==> src/rtl/pwm_pkg.sv <==
// Shared encodings for the multi-channel PWM controller.
package pwm_pkg;

  localparam int CH_IDX_W = 8;

  typedef enum logic {
    MODE_EDGE   = 1'b0,
    MODE_CENTER = 1'b1
  } pwm_mode_e;

endpackage

==> src/rtl/pwm_chan.sv <==
// One PWM channel: shadow/active parameter sets, up or up/down counter, compare.
module pwm_chan
  import pwm_pkg::*;
#(
  parameter int CNT_W = 28
) (
  input  logic             clk,
  input  logic             rst,
  input  logic             wr_i,
  input  logic             en_i,
  input  pwm_mode_e        mode_i,
  input  logic [CNT_W-1:0] period_i,
  input  logic [CNT_W-1:0] hlevel_i,
  input  logic             sync_i,
  output logic             pwm_o,
  output logic             period_end_o
);

  logic             shd_en_q, act_en_q;
  pwm_mode_e        shd_mode_q, act_mode_q;
  logic [CNT_W-1:0] shd_p_q, shd_h_q, act_p_q, act_h_q;
  logic             pend_q, pend_d;
  logic [CNT_W-1:0] cnt_q, cnt_d;
  logic             dir_q, dir_d;   // 1 = counting down
  logic             pwm_q, pwm_d;
  logic             pe_q, pe_d;

  logic             p_zero, center, at_top, wrap, bnd;
  logic [CNT_W-1:0] p_m1;

  // Center mode only differs from edge mode once there is a real down-slope (P>=3).
  assign p_zero = (act_p_q == '0);
  assign p_m1   = p_zero ? '0 : act_p_q - CNT_W'(1);
  assign center = (act_mode_q == MODE_CENTER) && (act_p_q > CNT_W'(2));
  assign at_top = (cnt_q == p_m1);

  always_comb begin
    wrap = 1'b0;
    if (p_zero)      wrap = 1'b1;
    else if (center) wrap = dir_q && (cnt_q == CNT_W'(1));
    else             wrap = at_top;
  end

  assign bnd = wrap || sync_i;

  always_comb begin
    cnt_d  = cnt_q;
    dir_d  = dir_q;
    pend_d = pend_q;
    if (bnd) begin
      cnt_d = '0;
      dir_d = 1'b0;
    end else if (center && dir_q) begin
      cnt_d = cnt_q - CNT_W'(1);
    end else if (center && at_top) begin
      cnt_d = cnt_q - CNT_W'(1);
      dir_d = 1'b1;
    end else begin
      cnt_d = cnt_q + CNT_W'(1);
    end
    // A write landing on a boundary stays pending for the following boundary.
    if (wr_i)     pend_d = 1'b1;
    else if (bnd) pend_d = 1'b0;
    pwm_d = act_en_q && !p_zero && (cnt_q < act_h_q);
    pe_d  = bnd && act_en_q && !p_zero;
  end

  always_ff @(posedge clk) begin
    if (rst) begin
      shd_en_q   <= 1'b0;
      shd_mode_q <= MODE_EDGE;
      shd_p_q    <= '0;
      shd_h_q    <= '0;
      act_en_q   <= 1'b0;
      act_mode_q <= MODE_EDGE;
      act_p_q    <= '0;
      act_h_q    <= '0;
      pend_q     <= 1'b0;
      cnt_q      <= '0;
      dir_q      <= 1'b0;
      pwm_q      <= 1'b0;
      pe_q       <= 1'b0;
    end else begin
      if (wr_i) begin
        shd_en_q   <= en_i;
        shd_mode_q <= mode_i;
        shd_p_q    <= period_i;
        shd_h_q    <= hlevel_i;
      end
      if (bnd && pend_q) begin
        act_en_q   <= shd_en_q;
        act_mode_q <= shd_mode_q;
        act_p_q    <= shd_p_q;
        act_h_q    <= shd_h_q;
      end
      pend_q <= pend_d;
      cnt_q  <= cnt_d;
      dir_q  <= dir_d;
      pwm_q  <= pwm_d;
      pe_q   <= pe_d;
    end
  end

  assign pwm_o        = pwm_q;
  assign period_end_o = pe_q;

endmodule

==> src/rtl/pwm_multi_ctrl.sv <==
// Multi-channel PWM controller: config-write decode and sync fan-out to pwm_chan instances.
module pwm_multi_ctrl
  import pwm_pkg::*;
#(
  parameter int NUM_CH = 4,
  parameter int CNT_W  = 28
) (
  input  logic                clk,
  input  logic                rst,
  input  logic                cfg_vld,
  input  logic [CH_IDX_W-1:0] cfg_ch,
  input  logic                cfg_en,
  input  logic                cfg_mode,
  input  logic [CNT_W-1:0]    cfg_period,
  input  logic [CNT_W-1:0]    cfg_hlevel,
  input  logic                sync,
  output logic [NUM_CH-1:0]   pwm,
  output logic [NUM_CH-1:0]   period_end
);

  logic [NUM_CH-1:0] wr;

  // Out-of-range channel indices match no instance and are dropped.
  for (genvar i = 0; i < NUM_CH; i++) begin : g_ch
    assign wr[i] = cfg_vld && (cfg_ch == CH_IDX_W'(i));

    pwm_chan #(.CNT_W(CNT_W)) u_chan (
      .clk          (clk),
      .rst          (rst),
      .wr_i         (wr[i]),
      .en_i         (cfg_en),
      .mode_i       (pwm_mode_e'(cfg_mode)),
      .period_i     (cfg_period),
      .hlevel_i     (cfg_hlevel),
      .sync_i       (sync),
      .pwm_o        (pwm[i]),
      .period_end_o (period_end[i])
    );
  end

endmodule

==> config.mk <==
export PLATFORM = sky130hd
export DESIGN_NAME = pwm_multi_ctrl
export DESIGN_NICKNAME = d
export VERILOG_FILES = /design/src/rtl/pwm_pkg.sv /design/src/rtl/pwm_chan.sv /design/src/rtl/pwm_multi_ctrl.sv
export SDC_FILE = /design/constraint.sdc
export NUM_CORES = 2
export LEC_CHECK = 0
export ABC_AREA = 1
export BUFFER_PORTS_ARGS = -buffer_cell sky130_fd_sc_hd__buf_2
export CORE_MARGIN = 1
export CORE_UTILIZATION = 30
export CTS_CLUSTER_SIZE = 24
export DETAILED_ROUTE_END_ITERATION = 8
export PLACE_DENSITY = 0.4
export SETUP_SLACK_MARGIN = 0.3
export SKIP_CTS_REPAIR_TIMING = 1
export SLEW_MARGIN = 20
export SYNTH_ARGS = -nofsm -noshare
export SYNTH_HDL_FRONTEND = slang
export SYNTH_HIERARCHICAL = 1
export SYNTH_SLANG_ARGS = --single-unit
==> constraint.sdc <==
create_clock -name clk -period 5.3 [get_ports clk]
set_input_delay 1.06 -clock clk [delete_from_list [all_inputs] [get_ports clk]]
set_output_delay 1.06 -clock clk [all_outputs]
set_load 0.01 [all_outputs]
# After elaboration in Yosys (flattened, before gate mapping)
# Cells that the tools add are included.
# totals
out_inout_bits,8
ff_bits,592
input_bits,70
word_cells,180
# classes
bitwise_logic,4
n_eq_ne,11
n_reduce_logical,65
magnitude_cmp,8
muxes,28
addsub,12
# op_table
cell,count
2-to-1 mux 28 bit,12
"subtractor 28 x 1 -> 28 bit, second input constant",8
"adder 28 x 1 -> 28 bit, second input constant",4
"equality test 28 x 1 -> 1 bit, second input constant",4
equality test 28 bit,4
"greater-than comparator 28 x 2 -> 1 bit, second input constant",4
zero test 28 bit,4
< comparator 28 bit,4
logical AND 1 bit,40
"equality test 8 x 2 -> 1 bit, second input constant",2
2-to-1 mux 1 bit,16
"equality test 8 x 1 -> 1 bit, second input constant",1
zero test 8 bit,1
AND reduction 2 bit,4
nonzero test 2 bit,4
OR reduction 2 bit,4
zero test 1 bit,4
logical OR 1 bit,4
NOT 1 bit,4

# Longest topological paths before layout
# depth
depth_word,8
depth_mapped,22
ltp_nobuf,21

# Modules after synthesis
# The synthesis kept the hierarchy.
# by_module_without_submodules
module,n_inst,seq_area_each_um2,area_per_inst_um2,cells_per_inst
pwm_chan,4,2962.8,9318.9,1463
pwm_multi_ctrl,1,0.0,60.1,14

# Worst setup path after synthesis
# Ideal clock, no wire load.
# synth_path
path_kind,reg2reg
from,register g_ch[0].u_chan.act_p_q[0]
to,register g_ch[0].u_chan.cnt_q[23]
setup_slack_ns,2.756
required_ns,5.181
synth_period_minus_slack_ns,2.544
path_stages_with_launch,20
n_path_buf,1
setup_ns,0.119
t_arrival_ns,2.425
cell_sequence,dfxtp_1 inv_1 ha_1 nand2_2 nor2_8 nand2_2 inv_2 nand2_4 buf_4 nand3_1 xor2_1 nand2_1 nor2_1 nand3_1 nor2_1 nand2_1 nand2_1 nand2_1 nor2_1 nor2_1
# synth_between
elab_chain_len,7
elab_cells_between_ends,14
classes_between,add/sub: 1; order compare: 1; eq/ne: 1; mux: 5; reduce/logical: 6
# synth_rtl
item,line,source
start: declaration,pwm_chan.sv:21,"logic [CNT_W-1:0] shd_p_q, shd_h_q, act_p_q, act_h_q;"
start signal: assignment,pwm_chan.sv:93,act_p_q <= shd_p_q;
subtractor 28 x 1 -> 28 bit or zero test 28 bit (tied branches),"pwm_chan.sv:33, pwm_chan.sv:32",
2-to-1 mux 28 bit,pwm_chan.sv:33,assign p_m1 = p_zero ? '0 : act_p_q - CNT_W'(1);
equality test 28 bit,pwm_chan.sv:35,assign at_top = (cnt_q == p_m1);
2-to-1 mux 1 bit,pwm_chan.sv:40,else if (center) wrap = dir_q && (cnt_q == CNT_W'(1));
2-to-1 mux 1 bit,pwm_chan.sv:39,if (p_zero) wrap = 1'b1;
logical OR 1 bit,pwm_chan.sv:44,assign bnd = wrap || sync_i;
OR reduction 2 bit (no source line),--,
end signal: assignment,pwm_chan.sv:97,cnt_q <= cnt_d;
end: declaration,pwm_chan.sv:23,"logic [CNT_W-1:0] cnt_q, cnt_d;"
# Parallel ways exist; a longest one is shown, timed or not.
# A chain may end at the register's enable or synchronous reset.

# Worst setup path after layout
# layout_path
from,register g_ch[1].u_chan.act_p_q[0]
to,register g_ch[1].u_chan.act_p_q[23]
# layout_between
elab_chain_len,7
elab_cells_between_ends,10
classes_between,add/sub: 1; order compare: 1; eq/ne: 1; mux: 3; reduce/logical: 4
# layout_rtl
item,line,source
start: declaration,pwm_chan.sv:21,
start signal: assignment,pwm_chan.sv:93,
subtractor 28 x 1 -> 28 bit or zero test 28 bit (tied branches),"pwm_chan.sv:33, pwm_chan.sv:32",
2-to-1 mux 28 bit,pwm_chan.sv:33,
equality test 28 bit,pwm_chan.sv:35,
2-to-1 mux 1 bit,pwm_chan.sv:40,
2-to-1 mux 1 bit (*),pwm_chan.sv:39,
logical OR 1 bit (*),pwm_chan.sv:44,
logical AND 1 bit (*),pwm_chan.sv:90,if (bnd && pend_q) begin
# Mark *: on every way between the ends. The rest lies on a longest branch, timed or not.

==> run_results.csv <==
group,metric,value,unit
sta,finalHoldViolCount,0,
route,routed_wl,139200,µm
setup_path,r2r-start,"g_ch[1].u_chan/act_p_q[0]",
floorplanning,core_area,123600,µm²
place,hpwl,100600,µm
setup_path,start_kind,"flip-flop",
sta,setup-tns-final,0,ns
clocking,clk_path_buf_depth,3,
logic_synthesis,async_flop_share,0,%
sta,min_period,3.830,ns
setup_path,crit_path_end,"g_ch[1].u_chan/act_p_q[23]",
clocking,h-tree-depth,3,
setup_path,setup.worst_path.start,"g_ch[1].u_chan/act_p_q[0]",
setup_path,r2r_cells,20,
sta,worstMarginPinSlew,1.139,ns
setup_path,worstPathCellList,"inv_1, ha_1, nand2_2, nor2_8, nand2_2, inv_2, nand2_4, nand3_1, nand2_1, nor2_1, nand2_1, nor2_1, nand2_1, nor2_4, nand4_4, nand2_4, buf_4, nand3_1, nand2_1, nor2_1",
sta,fin_crit_sh,72.26,%
global_routing,gr-total-overflow,0,
logic_synthesis,syn_avg_cell_area,6.365,µm²
worst_hold_path,hold_path_class,"reg2reg",
status,status,"finished, final reports clean",
setup_path,max_stage_delay,0.55,ns
setup_path,criticalPathCategory,"reg2reg",
setup_path,critPathMostFrequentCell,"nand2_1",
clocking,insertion_delay,0.67,ns
route,drt-initial-drc-count,2486,
floorplanning,start_util,30.20,%
setup_path,critPathArrivalTime,4.39,ns
sta,setup_viol,0,
global_routing,grt_max_degree,110,
logic_synthesis,synth_cell_type_count,35,
setup_path,cp-end-kind,"flip-flop",
finish,final_common_cell,"nand2_1",
power_and_ir_drop,p_leak,17.86,nW
logic_synthesis,syn-num-nets,6064,
global_routing,grtUsageTotal,21.76,%
sta,skew,0.02530,ns
sta,timing.fmax,261.1,MHz
global_routing,grt_pass1_vias,33960,
route,drc,0,
sta,finalMaxSlewViolations,0,
sta,rsz0062_at_grt,"false",
sta,hold_ws,0.4544,ns
logic_synthesis,ys_warn_count,6,
finish,layout-drive-gt1-share,5.789,%
place,io_buffers,77,
route,via_count,36200,
logic_synthesis,yosys-top-cells-area,"dfxtp_1 (32%), nand2_1 (12%), nor2_1 (8.4%)",
finish,mostFrequentLayoutCells,"nand2_1 (1221), nor2_1 (834), inv_1 (790), dfxtp_1 (588), a21oi_1 (556)",
power_and_ir_drop,ir_drop,0.2399,mV
floorplanning,io_pins,78,
setup_path,reg2reg_to,"g_ch[1].u_chan/act_p_q[23]",
clocking,clock_sinks,592,
route,drtAntennaViolNets,0,
route,wl_per_cell,18.64,µm
setup_path,crit_fanout,66,
logic_synthesis,netlist_area,37340,µm²
run,cap_violations,0,
clocking,cts_buffers,78,
power_and_ir_drop,p_per_area,255.6,nW/µm²
floorplanning,die_y,354.8,µm
logic_synthesis,netlist_instances,5866,
route,drt-vias-per-instance,4.847,
place,routabilityCongestion,0.8659,
setup_path,worstPathRequired,5.86,ns
logic_synthesis,yosys_most_used_dff,"dfxtp_1",
sta,worst_slew_margin_rel,24.10,%
setup_path,r2r_setup_slack,1.47,ns
global_routing,grt_pass1_wl,210500,µm
logic_synthesis,synth_edf_count,0,
logic_synthesis,synth_seq_cells,592,
route,dr.pass1.iters,5,
logic_synthesis,synth_top_area_share,31.74,%
finish,nNetsFinal,5964,
logic_synthesis,yosysTopAreaCell,"dfxtp_1",
clocking,cts_tree,"yes",
floorplanning,num_rows,129,
global_routing,grt_antenna_before_repair,21,
clocking,clk_pin_slew,0.06,ns
floorplanning,dieArea,125900,µm²
setup_path,slowest_stage,"nand2_4",
clocking,clockRootBuffer,"clkbuf_16",
logic_synthesis,yosysSeqAreaShare,31.74,%
finish,area_growth,10.19,%
floorplanning,die_w,354.8,µm
==> state kept, by name, indices dropped and copies added, names as in the netlist <==
signal,count
g_ch.u_chan/act_h_q,112
g_ch.u_chan/act_p_q,112
g_ch.u_chan/cnt_q,112
g_ch.u_chan/shd_h_q,112
g_ch.u_chan/shd_p_q,112
g_ch.u_chan/act_en_q,4
g_ch.u_chan/act_mode_q,4
g_ch.u_chan/dir_q,4
g_ch.u_chan/pend_q,4
g_ch.u_chan/period_end_o,4
g_ch.u_chan/pwm_o,4
g_ch.u_chan/shd_en_q,4
g_ch.u_chan/shd_mode_q,4
==> critical path, delay by kind of cell (launching register included) <==
kind,cells,cell delay (ns)
simple gates,16,2.48
buf+inv,3,0.64
flops,1,0.31
fa+ha+maj,1,0.22
==> synth_stat cells (12+ instances only) <==
library cell  instances
clkbuf_1            168
nand2_1            1221
nor2_1              834
a21oi_1             556
o2111ai_1            20
nor2_4               16
nand2_2              24
xor2_1              216
nor4_1               44
dfxtp_1             592
buf_2                48
buf_4                16
o21ai_1              24
inv_1               794
nand4_1             116
inv_2                12
nor2_2               17
buf_8                20
ha_1                128
buf_1                28
buf_6                12
o21ai_0             292
nand3_1             520
nor3_1               84
==> stage by stage <==
stage | setup slack (ns) | total power, mW | cell area, µm² | utilization [%] | std cells
final | 1.470 | 10.51 | 41140 | 33.27 | 7469
after global routing | 1.047 | 10.94 | 41110 | 33.25 | 7458
after CTS | 1.432 | 10.69 | 41080 | 33.23 | 7457
after detailed placement | 1.457 | 5.258 | 38550 | 31.18 | 7322
after global placement | 1.474 | 5.260 | 38550 | 31.18 | 7322
after floorplan | 2.756 | 4.996 | 37340 | - | 5866
==> logic make-up after synthesis <==
| logic type | share of synthesized area [%] |
|---|---|
| and+or+nand+nor | 33.71 |
| buffers and inverters | 12.21 |
| AOI/OAI and AO/OA | 12.72 |
| DFF | 31.74 |
| xor gates and xnor gates | 5.335 |
| adders and majority gates | 4.290 |
==> report_power, final <==
part / total (mW) / internal, mW / leakage (nW) / switching, mW
Combinational: 0.699 / 0.183 / 11.8 / 0.516
Clock: 5.36 / 3.15 / 1.25 / 2.20
Sequential: 4.46 / 4.46 / 4.77 / 0.00441
Total: 10.5 / 7.79 / 17.9 / 2.72
==> area by class of cell <==
| type | count | area, µm² |
|---|---|---|
| clock buffer | 112 | 2303 |
| clock inverter | 23 | 226.5 |
| sequential | 592 | 11870 |
| timing repair buffer | 112 | 705.7 |
| multi-input combinational | 4176 | 20930 |
| tap | 1637 | 2048 |
| fill | 14020 | 82500 |
| inverter | 806 | 3034 |
| antenna | 11 | 27.53 |
==> worst min-delay path by stage <==
| stage | depth (start not counted) | endpoint | slack, ns | start |
|---|---|---|---|---|
| 6_report | 2 | g_ch[1].u_chan/shd_p_q[17] | 0.45 | g_ch[1].u_chan/shd_p_q[17] |
| 3_3_place_gp | 2 | g_ch[1].u_chan/shd_h_q[0] | 0.44 | g_ch[1].u_chan/shd_h_q[0] |
| 5_1_grt | 2 | g_ch[2].u_chan/shd_p_q[5] | 0.47 | g_ch[2].u_chan/shd_p_q[5] |
| 2_1_floorplan | 2 | g_ch[0].u_chan/shd_h_q[0] | 0.43 | g_ch[0].u_chan/shd_h_q[0] |
| 3_5_place_dp | 2 | g_ch[1].u_chan/shd_en_q | 0.45 | g_ch[1].u_chan/shd_en_q |
| 4_1_cts | 2 | g_ch[1].u_chan/shd_en_q | 0.46 | g_ch[1].u_chan/shd_en_q |
==> per-layer routing <==
metal | share of wire, % | routed length, µm | GRT usage, %
met5 | 0.024 | 34 | 0
met4 | 1.7 | 2342 | 5.293
met3 | 4.2 | 5845 | 2.800
met2 | 45 | 62880 | 35.43
met1 | 49 | 68110 | 30.27
(Power assumes the default switching activity.)
